--- src/rtl/pc_sequencer.sv ---
// pc_sequencer: MIPS fetch program counter with next-PC select, sticky halt, alignment flag and saturating update counter.
// Define PC_RAS_EN to add a circular return-address stack for return prediction.
module pc_sequencer #(
    parameter int          WIDTH     = 32,
    parameter logic [31:0] PC_INIT   = 32'h0000_0000,
    parameter int          CNT_W     = 32,
    parameter int          RAS_DEPTH = 4
) (
    input  logic             CLK,
    input  logic             nRST,
    input  logic             pcWEN,
    input  logic [1:0]       pc_sel,
    input  logic [15:0]      imm16,
    input  logic [25:0]      jaddr,
    input  logic [WIDTH-1:0] reg_addr,
    input  logic             redirect,
    input  logic [WIDTH-1:0] redirect_pc,
    input  logic             halt,
    input  logic             is_call,
    input  logic             is_ret,
    output logic [WIDTH-1:0] pc_out,
    output logic [WIDTH-1:0] pc_plus4,
    output logic             halted,
    output logic             misalign_err,
    output logic [CNT_W-1:0] upd_count,
    output logic [WIDTH-1:0] ras_top,
    output logic             ras_valid
);
    logic [WIDTH-1:0] pc_q, pc_d, br_off, br_pc, jmp_pc, raw;
    logic [CNT_W-1:0] cnt_q, cnt_d;
    logic             halted_q, halted_d, mis_q, mis_d, accept;

    assign pc_plus4 = pc_q + WIDTH'(4);
    assign br_off   = {{(WIDTH-18){imm16[15]}}, imm16, 2'b00};
    assign br_pc    = pc_plus4 + br_off;
    assign jmp_pc   = {pc_plus4[WIDTH-1:28], jaddr, 2'b00};
    assign raw      = redirect        ? redirect_pc :
                      pc_sel == 2'b00 ? pc_plus4    :
                      pc_sel == 2'b01 ? br_pc       :
                      pc_sel == 2'b10 ? jmp_pc      : reg_addr;
    // A halted sequencer accepts nothing, not even a redirect.
    assign accept   = !halted_q && (redirect || pcWEN);

    always_comb begin
        pc_d     = accept ? {raw[WIDTH-1:2], 2'b00} : pc_q;
        mis_d    = halted_q ? mis_q : (accept && raw[1:0] != 2'b00);
        cnt_d    = (accept && cnt_q != '1) ? cnt_q + CNT_W'(1) : cnt_q;
        halted_d = halted_q || halt;
    end

    always_ff @(posedge CLK or negedge nRST) begin
        if (!nRST) begin
            pc_q     <= WIDTH'(PC_INIT);
            cnt_q    <= '0;
            halted_q <= 1'b0;
            mis_q    <= 1'b0;
        end else begin
            pc_q     <= pc_d;
            cnt_q    <= cnt_d;
            halted_q <= halted_d;
            mis_q    <= mis_d;
        end
    end

    assign pc_out       = pc_q;
    assign halted       = halted_q;
    assign misalign_err = mis_q;
    assign upd_count    = cnt_q;

`ifdef PC_RAS_EN
    localparam int AW = $clog2(RAS_DEPTH);
    logic [WIDTH-1:0] stack_q [RAS_DEPTH];
    logic [AW-1:0]    tp_q, tp_d, tp_pop;
    logic [AW:0]      rcnt_q, rcnt_d, rcnt_pop;
    logic             ras_acc, push, pop;

    assign ras_acc  = !halted_q && !redirect && pcWEN;
    assign pop      = ras_acc && is_ret && rcnt_q != '0;
    assign push     = ras_acc && is_call;
    // Pop is applied first so call+ret together replaces the top entry.
    assign tp_pop   = pop ? tp_q - AW'(1) : tp_q;
    assign rcnt_pop = pop ? rcnt_q - (AW+1)'(1) : rcnt_q;

    always_comb begin
        tp_d   = push ? tp_pop + AW'(1) : tp_pop;
        rcnt_d = (push && rcnt_pop != (AW+1)'(RAS_DEPTH)) ? rcnt_pop + (AW+1)'(1) : rcnt_pop;
    end

    always_ff @(posedge CLK or negedge nRST) begin
        if (!nRST) begin
            tp_q   <= '0;
            rcnt_q <= '0;
            for (int i = 0; i < RAS_DEPTH; i++) stack_q[i] <= '0;
        end else begin
            tp_q   <= tp_d;
            rcnt_q <= rcnt_d;
            if (push) stack_q[tp_d] <= pc_plus4;
        end
    end

    assign ras_valid = rcnt_q != '0;
    assign ras_top   = ras_valid ? stack_q[tp_q] : '0;
`else
    logic unused_ras;
    assign unused_ras = ^{is_call, is_ret};
    assign ras_valid  = 1'b0;
    assign ras_top    = '0;
`endif
endmodule
--- config.mk ---
export PLATFORM = sky130hd
export DESIGN_NAME = pc_sequencer
export DESIGN_NICKNAME = d
export VERILOG_FILES = /design/src/rtl/pc_sequencer.sv
export SDC_FILE = /design/constraint.sdc
export NUM_CORES = 1
export LEC_CHECK = 0
export CORE_MARGIN = 1
export CORE_UTILIZATION = 40
export CTS_CLUSTER_SIZE = 12
export DETAILED_ROUTE_END_ITERATION = 10
export PLACE_DENSITY_LB_ADDON = 0.08
export SYNTH_ARGS = -nofsm -noshare
export SYNTH_HDL_FRONTEND = slang
export SYNTH_SLANG_ARGS = --single-unit
--- constraint.sdc ---
create_clock -name CLK -period 3.5 [get_ports CLK]
set_input_delay 1.05 -clock CLK [delete_from_list [all_inputs] [get_ports CLK]]
set_output_delay 1.05 -clock CLK [all_outputs]
set_load 0.02 [all_outputs]
======== Word-level counts from Yosys, hierarchy flattened ========
Cells that the tools add are included.
cells by class
  reduce and logical (&&, ||, !) cells .... 8
  mux-type cells .......................... 4
  equality and inequality tests ........... 3
  add/sub/neg operators ................... 3
operator list
  cell                     count
  $mux W32                 4
  $add A32 B1 Y32 const B  1
  $add A32 B3 Y32 const B  1
  $add A32 B32 Y32         1
  $ne A32 B32 Y1 const B   1
  $logic_and A1 B1 Y1      3
  $eq A2 B1 Y1 const B     1
  $eq A2 B2 Y1 const B     1
  $logic_not A2 Y1         1
  $logic_or A1 B1 Y1       2
  $reduce_bool A2 Y1       1
  $logic_not A1 Y1         1
word-level totals
  logic and storage cells ................. 22
  bits in registers ....................... 64

======== Logic depth before layout (Yosys ltp) ========
Gate-level depths: netlist of run 1.
  depth in word-level cells ............... 7
  depth in mapped cells ................... 17
  gate-level depth less buffers ........... 17

======== Worst setup path before layout of run 1 ========
Ideal clock, no wire load.
  path type ............................... register to register
  from .................................... register pc_q[4], in the netlist pc_out[4]
  to ...................................... register pc_q[31], in the netlist pc_out[31]
  data arrival time ....................... 3.907 ns
  period minus slack after synthesis ...... 4.039 ns
  slack ................................... -0.539 ns
  setup time .............................. 0.132 ns
  path buffers ............................ 0
  cell stages (with the launch flop) ...... 16
  cells stage by stage .................... dfrtp_1 nand3_2 or3_4 nor2_1 nand3_1 xnor2_1 ha_1 o21ai_0 a21oi_1 a221o_1 nor2b_1 a21oi_1 o21ai_1 a2111oi_1 o31a_1 o31ai_2
on the way
  word-level cells in the longest chain between the ends .. 5
  elaborated cells on any way between the ends .. 6
RTL lines
  what                      RTL line  RTL
  start: declaration        29        logic [WIDTH-1:0] pc_q, pc_d, br_off, br_pc, jmp_pc, raw;
  start signal: assignment  53        pc_q <= WIDTH'(PC_INIT);
  start signal: assignment  58        pc_q <= pc_d;
  $add A32 B3 Y32           33        assign pc_plus4 = pc_q + WIDTH'(4);
  net pc_plus4[17]          22        output logic [WIDTH-1:0] pc_plus4,
  $add A32 B32 Y32          35        assign br_pc = pc_plus4 + br_off;
  $mux W32                  39        pc_sel == 2'b01 ? br_pc :
  $mux W32                  38        pc_sel == 2'b00 ? pc_plus4 :
  $mux W32                  37        assign raw = redirect ? redirect_pc :
The timed path passes the listed nets, and every way through them passes these cells.
A chain may end at the register's enable or synchronous reset.

======== Worst setup path in the final report of run 1 ========
  from .................................... register pc_q[2], in the netlist pc_out[2]
  to ...................................... register pc_q[31], in the netlist pc_out[31]
on the way
  word-level cells in the longest chain between the ends .. 5
  elaborated cells on any way between the ends .. 6
RTL lines
  what                                          RTL line
  $add A32 B3 Y32 (*)                           33
  $add A32 B32 Y32 or $mux W32 (tied branches)  35, 40
  $mux W32                                      39
  $mux W32 (*)                                  38
  $mux W32 (*)                                  37
Every way passes the cells marked *; elsewhere a longest branch is shown, timed or not.

==> results.txt, run 1 <==
----------------------------------------------------
[Clocking]
  Root buf cell ... sky130_fd_sc_hd__clkbuf_16
  Number of buffers inserted by hold repair at cts ... 0
  Reg clk slew, reported paths ... 60 ps
  Total CTS buffers ... 9
  Maximum count of clock buffers along a single path ... 2
  H-tree Lvls ... 3
  CTS Sinks ... 64
  Clock latency on the worst-skew pair ... 340 ps
  CTS tree ... done

[Critical path]
  Slowest cell on crit path ... sky130_fd_sc_hd__or3_4
  Critical path start-end classification ... flip-flop to flip-flop
  Kind of capture point of the worst setup path ... flip-flop
  Critical register-to-register path endpoint ... pc_out[31]$_DFFE_PN0P_
  Critical Path End ... pc_out[31]$_DFFE_PN0P_
  Delay of the slowest cell on the worst path ... 420 ps
  Endpoint arrival time on the critical path ... 3790 ps
  Buffering stage count on the worst path with inverters included ... 0
  Reg-to-Reg Start ... pc_out[2]$_DFFE_PN0P_
  Worst path most repeated cell ... sky130_fd_sc_hd__ha_4
  Cell depth of the worst flop-to-flop path ... 16
  Crit. Startpoint ... pc_out[2]$_DFFE_PN0P_
  Req. time, crit path ... 3740 ps
  Ordered cell list for the critical path ... ha_4, nand2_4, or3_4, nor2_4, nand4_1, xnor2_4, ha_4, o21ai_2, a21oi_2, a221o_1, nor2b_4, a21oi_4, o21ai_4, and4b_1, o31a_1, o31ai_2
  Register-to-register path setup slack ... -50 ps
  Kind of cell adding the most delay to the critical path ... compound AO/OA/AOI/OAI gates
  Logic depth of the worst path, buffers included ... 16
  Launching element type of the critical path ... flip-flop
  Peak fanout along the critical path ... 4

[Status]
  Violated checks ... design-rule violations, negative setup slack
  Result of the run ... finished with violations

[Timing]
  Setup repair after global routing missed its margin ... true
  Number of hold violations in the final report ... 0
  Setup Skew ... ~9 ps
  Fin crit period ... 3550 ps
  Post-Route Setup TNS ... -76.7 ps
  Setup ws final ... -45.6 ps
  Final clock period utilization by the worst path ... 101%
  Max Transition Viols Final ... 0
  Worst Tran Pin Value ... 831 ps
  Max-slew headroom at the worst pin ... 44.6%
  Achievable Freq ... ~0.28 GHz
  Endpoints failing setup ... 2

[Placement]
  DP HPWL ... between 15000 and 20000 um
  Port Buffers ... 206
  DP Area ... 9410 sq um
  Global placer's final weighted congestion ... roughly 0.95

[Route]
  DR pass1 iterations ... 8
  Number of routed nets with antenna violations ... 0
  Starting DRT DRC Count ... ~330
  Vias per std cell ... approximately 5.3
  DRT Wirelength ... 21800 um
  Drc violations ... 29
  Routed len/inst ... 17.9 um
  Via count ... 6512

[Logic synthesis]
  Sequential-to-total area share from yosys stat ... 26.5%
  Number of warnings reported in the yosys synthesis log ... 0
  Synth Instances ... 680
  Cell types occupying the most area after synthesis ... sky130_fd_sc_hd__dfrtp_1, sky130_fd_sc_hd__mux4_2, sky130_fd_sc_hd__ha_1
  Primary FF master, synth ... sky130_fd_sc_hd__dfrtp_1
  Number of library cell types mapped by synthesis ... 71
  Largest area contributor in the netlist ... sky130_fd_sc_hd__dfrtp_1
  Number of synthesized register bits ... 64
  Most used standard cells in the synthesized netlist ... sky130_fd_sc_hd__nand2_1, sky130_fd_sc_hd__dfrtp_1, sky130_fd_sc_hd__xnor2_1
  Library cell with the highest instance count after synthesis ... sky130_fd_sc_hd__nand2_1
  Async set or reset register ratio after synthesis ... 100%
  Number of enable flip-flop cells after synthesis ... 0
  Synthesized area divided by synthesized cell count ... between 8 and 9 sq um
  Cell area after technology mapping ... between 6000 and 7000 sq um
  Area fraction of the dominant cell type after synthesis ... about a quarter

[Layout]
  Proportion of layout cells with a drive suffix above 1 ... ~32%
  Area growth from synthesis to layout ... 72.3%
  FILL cells ... 1145
  Number of nets in the final layout ... 1182
  Post-route cell area ... 10400 sq um
  Diode insertion count for antenna repair ... 0

[Floorplan]
  Num rows ... 44
  Initial Utilization ... 41.2%
  Die outline height ... roughly 120 um
  Chip Width ... 125 um
  Die area ... 15600 sq um
  IO Count ... 246
  Std-Cell Core Area ... 14600 sq um

[GRT]
  Global-route wire length before repair ... 34100 um
  GR Util All Layers ... around 28%
  Number of global-route vias before repair ... 6719
  Initial antenna violation count ... 0
  Global route total overflow ... 0
  Largest net degree at the start of global routing ... 42

[Pwr]
  Highest ir drop seen on vdd ... 0.249 mV
  Power per Cell Area ... 433 nW/um^2
  Leak pwr ... 4.64 nW

[Hold path]
  Type of the worst min-delay path ... flip-flop to flip-flop
  Startpoint of the most critical hold path ... misalign_err$_DFFE_PN0N_

[Job]
  # Max-Cap Violations ... 0

----------------------------------------------------
## state kept, by name, summed over array words and instances, names as in the netlist
| name | count |
|---|---|
| halted | 1 |
| pc_out | 30 |
| misalign_err | 1 |
| upd_count | 32 |
## where the power goes
part	total, mW	internal [mW]	leakage (nW)	switching [mW]
Sequential	0.911	0.817	0.807	0.0944
Clock	1.09	0.706	0.172	0.382
Combinational	2.51	1.32	3.66	1.19
## per-layer routing
| metal | track usage (%) | vias to the layer above | part of all wire (%) |
|---|---|---|---|
| li1 | - | 3095 | - |
| met1 | 33.8 | 3146 | 41 |
| met2 | 48.6 | 230 | 51 |
| met3 | 5.07 | 41 | 5.6 |
| met4 | 9.83 | 0 | 2.3 |
| met5 | 0 | - | 0 |
## per-stage QoR
| stage | power (mW) | setup WS, ps | cells | utilization (%) | hold slack [ps] |
|---|---|---|---|---|---|
| CTS | 4.30 | -46.5 | 1206 | 67.7 | 507 |
| global route | 4.74 | -219 | 1218 | 71.0 | 513 |
| global placement | 3.10 | -732 | 1183 | 64.2 | 474 |
| floorplan | 2.10 | -46.8 | 716 | - | 587 |
| detailed placement | 3.14 | -749 | 1183 | 64.2 | 496 |
| finish | 4.51 | -45.6 | 1218 | 71.0 | 499 |
## placed cells by master (no fill, tap or decap), types with 7 or more instances in the layout
cell type	count
sky130_fd_sc_hd__nor2_1	40
sky130_fd_sc_hd__ha_1	20
sky130_fd_sc_hd__nand2_1	71
sky130_fd_sc_hd__o21ai_1	12
sky130_fd_sc_hd__xnor2_1	39
sky130_fd_sc_hd__and3_1	15
sky130_fd_sc_hd__xor2_1	15
sky130_fd_sc_hd__clkbuf_16	9
sky130_fd_sc_hd__a21o_1	14
sky130_fd_sc_hd__nand4_1	17
sky130_fd_sc_hd__inv_1	10
sky130_fd_sc_hd__dlygate4sd2_1	15
sky130_fd_sc_hd__mux2i_1	18
sky130_fd_sc_hd__mux4_2	21
sky130_fd_sc_hd__o21ai_0	17
sky130_fd_sc_hd__clkdlybuf4s50_1	174
sky130_fd_sc_hd__dfrtp_1	50
sky130_fd_sc_hd__a21oi_1	32
sky130_fd_sc_hd__buf_4	151
sky130_fd_sc_hd__conb_1	37
sky130_fd_sc_hd__dfrtp_2	14
sky130_fd_sc_hd__xnor2_4	7
sky130_fd_sc_hd__nand3_1	37
sky130_fd_sc_hd__ha_4	17
## cell type report
class                           count  area [sq um]  area share, %
Clock buffer                        9           225           2.16
Sequential cell                    64          1620           15.6
Timing Repair Buffer              363          3220           31.0
Tap cell                          184           230           2.21
Multi-Input combinational cell    579          4930           47.4
Clock inverter                      7           128           1.23
Inverter                           12          47.5          0.457
## worst min-delay path by stage
stage	cells after the start	slack, ps	endpoint
after global placement	2	470	misalign_err$_DFFE_PN0N_
after global routing	1	510	upd_count[17]$_DFFE_PN0P_
final	2	500	misalign_err$_DFFE_PN0N_
after floorplan	2	590	pc_out[8]$_DFFE_PN0P_
after detailed placement	1	500	upd_count[17]$_DFFE_PN0P_
after CTS	1	510	upd_count[17]$_DFFE_PN0P_
## worst reg2reg max path: stages, from the launching register on
cell	delay [ps]
sky130_fd_sc_hd__dfrtp_2	410
sky130_fd_sc_hd__ha_4	170
sky130_fd_sc_hd__nand2_4	50
sky130_fd_sc_hd__or3_4	420
sky130_fd_sc_hd__nor2_4	120
sky130_fd_sc_hd__nand4_1	220
sky130_fd_sc_hd__xnor2_4	270
sky130_fd_sc_hd__ha_4	230
sky130_fd_sc_hd__o21ai_2	60
sky130_fd_sc_hd__a21oi_2	60
sky130_fd_sc_hd__a221o_1	360
sky130_fd_sc_hd__nor2b_4	150
sky130_fd_sc_hd__a21oi_4	160
sky130_fd_sc_hd__o21ai_4	90
sky130_fd_sc_hd__and4b_1	190
sky130_fd_sc_hd__o31a_1	290
sky130_fd_sc_hd__o31ai_2	200
## cell families after synthesis
| kind of cell | count (synthesis) | share of synthesized area (%) |
|---|---|---|
| compound gates | 139 | 14.9 |
| simple gates | 247 | 20.4 |
| fa+ha+maj | 38 | 8.00 |
| mux | 41 | 11.2 |
| buf+inv | 73 | 7.67 |
| flops | 64 | 26.5 |
| xor+xnor | 77 | 11.3 |
| other cells | 1 | 0.0621 |
## what timing repair did
item	in CTS	in global routing
gates resized for setup	56	93
pin swaps	31	51
setup buffers	8	12
endpoints found under the setup margin	36	30
cloned	0	0
No activity file was read; power rests on OpenSTA's default activity.
==> run 2: changes to the inputs <==
--- a/config.mk
+++ b/config.mk
@@ -5,10 +5,12 @@
 export SDC_FILE = /design/constraint.sdc
 export NUM_CORES = 1
 export LEC_CHECK = 0
+export CORE_ASPECT_RATIO = 2
 export CORE_MARGIN = 1
 export CORE_UTILIZATION = 40
 export CTS_CLUSTER_SIZE = 12
 export DETAILED_ROUTE_END_ITERATION = 10
+export MAX_ROUTING_LAYER = met4
 export PLACE_DENSITY_LB_ADDON = 0.08
 export SYNTH_ARGS = -nofsm -noshare
 export SYNTH_HDL_FRONTEND = slang
==> results.txt, run 2 (same netlist as run 1, synthesis figures left out) <==
----------------------------------------------------
[Status]
  Result of the run ... finished with violations
  Violated checks ... negative setup slack

[Timing]
  Max-slew headroom at the worst pin ... 41.8% (-2.8 points)
  Worst Tran Pin Value ... 873 ps (+42.4 ps)
  Fin crit period ... 3610 ps (+61.0 ps)
  Max Transition Viols Final ... 0 (unchanged)
  Final clock period utilization by the worst path ... 103% (+1.7 points)
  Setup Skew ... 8.15 ps (-1.12 ps)
  Endpoints failing setup ... 5 (+3)
  Post-Route Setup TNS ... -252 ps (-176 ps)
  Number of hold violations in the final report ... 0 (unchanged)
  Setup ws final ... -107 ps (-61.0 ps)
  Achievable Freq ... 0.277 GHz (-1.7%)
  Setup repair after global routing missed its margin ... true

[GRT]
  Global route total overflow ... 0 (unchanged)
  Global routing usage on met1 ... 30.6% (-3.2 points)
  Largest net degree at the start of global routing ... 42 (unchanged)
  Met2 Usage GRT ... 61.6% (+13 points)
  Global-route wire length before repair ... 37200 um (+8.9%)
  Initial antenna violation count ... 0 (unchanged)
  Met3 track utilization from global routing ... 5.59% (+0.52 points)
  Number of global-route vias before repair ... 7282 (+8.4%)
  Gr busiest metal ... met2
  GR Util All Layers ... 33.0% (+5.3 points)

[Floorplan]
  Initial Utilization ... 40.8% (-0.49 points)
  Std-Cell Core Area ... 14800 sq um (+1.2%)
  Die area ... 15600 sq um (+0.19%)
  Chip Width ... 88.9 um (-29%)
  IO Count ... 246 (unchanged)
  Num rows ... 63 (+43%)
  Die outline height ... 176 um (+41%)

[Clocking]
  Clock latency on the worst-skew pair ... 350 ps (about the same)
  Maximum count of clock buffers along a single path ... 2 (unchanged)
  CTS tree ... done
  H-tree Lvls ... 3 (unchanged)
  Total CTS buffers ... 9 (unchanged)
  Reg clk slew, reported paths ... 60 ps (about the same)
  CTS Sinks ... 64 (unchanged)
  Root buf cell ... sky130_fd_sc_hd__clkbuf_16

[Placement]
  Post-Place Setup Slack ... -746 ps (+3.11 ps)
  DP HPWL ... 18500 um (+14%)
  Port Buffers ... 206 (unchanged)
  Global placer's final weighted congestion ... 0.915 (-3.6%)

[Critical path]
  Endpoint arrival time on the critical path ... 3870 ps (+80 ps)
  Kind of capture point of the worst setup path ... flip-flop
  Ordered cell list for the critical path ... ha_4, nand2_2, or3_4, buf_6, nor2_4, xor2_4, ha_4, a211oi_4, o21ai_2, a221o_1, nor2b_1, a21oi_2, o21ai_2, and4b_1, o31a_1, o31ai_2
  Delay of the slowest cell on the worst path ... 430 ps (about the same)
  Slowest cell on crit path ... sky130_fd_sc_hd__dfrtp_2
  Peak fanout along the critical path ... 4 (unchanged)
  Launching element type of the critical path ... flip-flop
  Buffering stage count on the worst path with inverters included ... 1 (+1)
  Kind of cell adding the most delay to the critical path ... compound AO/OA/AOI/OAI gates
  Req. time, crit path ... 3760 ps (+20 ps)
  Critical path start-end classification ... flip-flop to flip-flop

[Layout]
  Commonest cells after routing, fill and taps aside ... sky130_fd_sc_hd__clkdlybuf4s50_1, sky130_fd_sc_hd__buf_4, sky130_fd_sc_hd__nand2_1
  Diode insertion count for antenna repair ... 0 (unchanged)
  Area growth from synthesis to layout ... 72.7%
  Proportion of layout cells with a drive suffix above 1 ... 34.7% (+2.5 points)
  Most frequent standard cell in the layout excluding fill and tap cells ... sky130_fd_sc_hd__clkdlybuf4s50_1
  Number of nets in the final layout ... 1190 (+0.68%)
  Largest register FFs ... 32 (unchanged)
  Final cell utilization of the core ... 70.4% (-0.68 points)

[Route]
  Starting DRT DRC Count ... 250 (-25%)
  Drc violations ... 0 (-100%)
  Routed len/inst ... 19.9 um (+11%)
  Vias per std cell ... 5.47 (+2.3%)
  DRT Wirelength ... 24600 um (+12%)
  Number of routed nets with antenna violations ... 0 (unchanged)
  Via count ... 6764 (+3.9%)
  DR pass1 iterations ... 6 (-2)

[Pwr]
  Highest ir drop seen on vdd ... 0.406 mV (+63%)
  Overall Power ... 4.53 mW (+0.40%)
  Leak pwr ... 4.66 nW (+0.46%)
  Power per Cell Area ... 434 nW/um^2 (+0.17%)

[Job]
  # Max-Cap Violations ... 0 (unchanged)

[Hold path]
  Type of the worst min-delay path ... flip-flop to flip-flop

----------------------------------------------------
-- run 2: repair_timing --
action / in CTS / in global routing
hold buffers: 0 / 0
endpoints found under the hold margin: 0 / 0
buffers inserted: 15 / 9
endpoints found under the setup margin: 38 / 33
gates resized for setup: 93 / 90
pin swaps: 35 / 42
-- run 2: cell type report --
cell class / count / area, sq um
multi-input cells: 579 / 4940
fillers: 1246 / 4390
repair buffers: 371 / 3260
flip-flops and latches: 64 / 1620
well taps: 195 / 244
clock buffers: 9 / 225
clock inverters: 7 / 103
inverters: 12 / 45.0
-- run 2: stage by stage --
| stage | cells | hold WS, ps | area, sq um |
|---|---|---|---|
| 6_report | 1237 | 495 | 10400 |
| 5_1_grt | 1237 | 517 | 10400 |
| 4_1_cts | 1228 | 495 | 10100 |
| 3_5_place_dp | 1197 | 481 | 9440 |
| 3_3_place_gp | 1197 | 481 | 9440 |
| 2_1_floorplan | 716 | 587 | 6490 |
-- run 2: path summary, 6_finish.rpt --
check	from	endpoint	slack, ps	depth (start not counted)
min reg2reg	upd_count[17]$_DFFE_PN0P_	upd_count[17]$_DFFE_PN0P_	500	1
min	upd_count[17]$_DFFE_PN0P_	upd_count[17]$_DFFE_PN0P_	500	1
max reg2reg	pc_out[2]$_DFFE_PN0P_	pc_out[31]$_DFFE_PN0P_	-110	16
max	pc_out[2]$_DFFE_PN0P_	pc_out[31]$_DFFE_PN0P_	-110	16
max in group asynchronous	nRST	pc_out[6]$_DFFE_PN0P_	1970	2
min in group asynchronous	nRST	upd_count[30]$_DFFE_PN0P_	810	1
-- run 2: power by group --
| part | internal [mW] | leakage, nW | total (mW) | switching (mW) |
|---|---|---|---|---|
| sequential | 0.816 | 0.808 | 0.916 | 0.0998 |
| clock | 0.631 | 0.157 | 1.03 | 0.401 |
| combinational | 1.33 | 3.69 | 2.58 | 1.24 |
| total | 2.78 | 4.66 | 4.53 | 1.74 |
-- run 2: layer usage --
layer,wire length (um),vias up,share of wire (%)
met1,7990,3304,33
met2,14300,259,58
met5,0,-,0
met3,1060,90,4.3
li1,-,3111,-
met4,1230,0,5.0
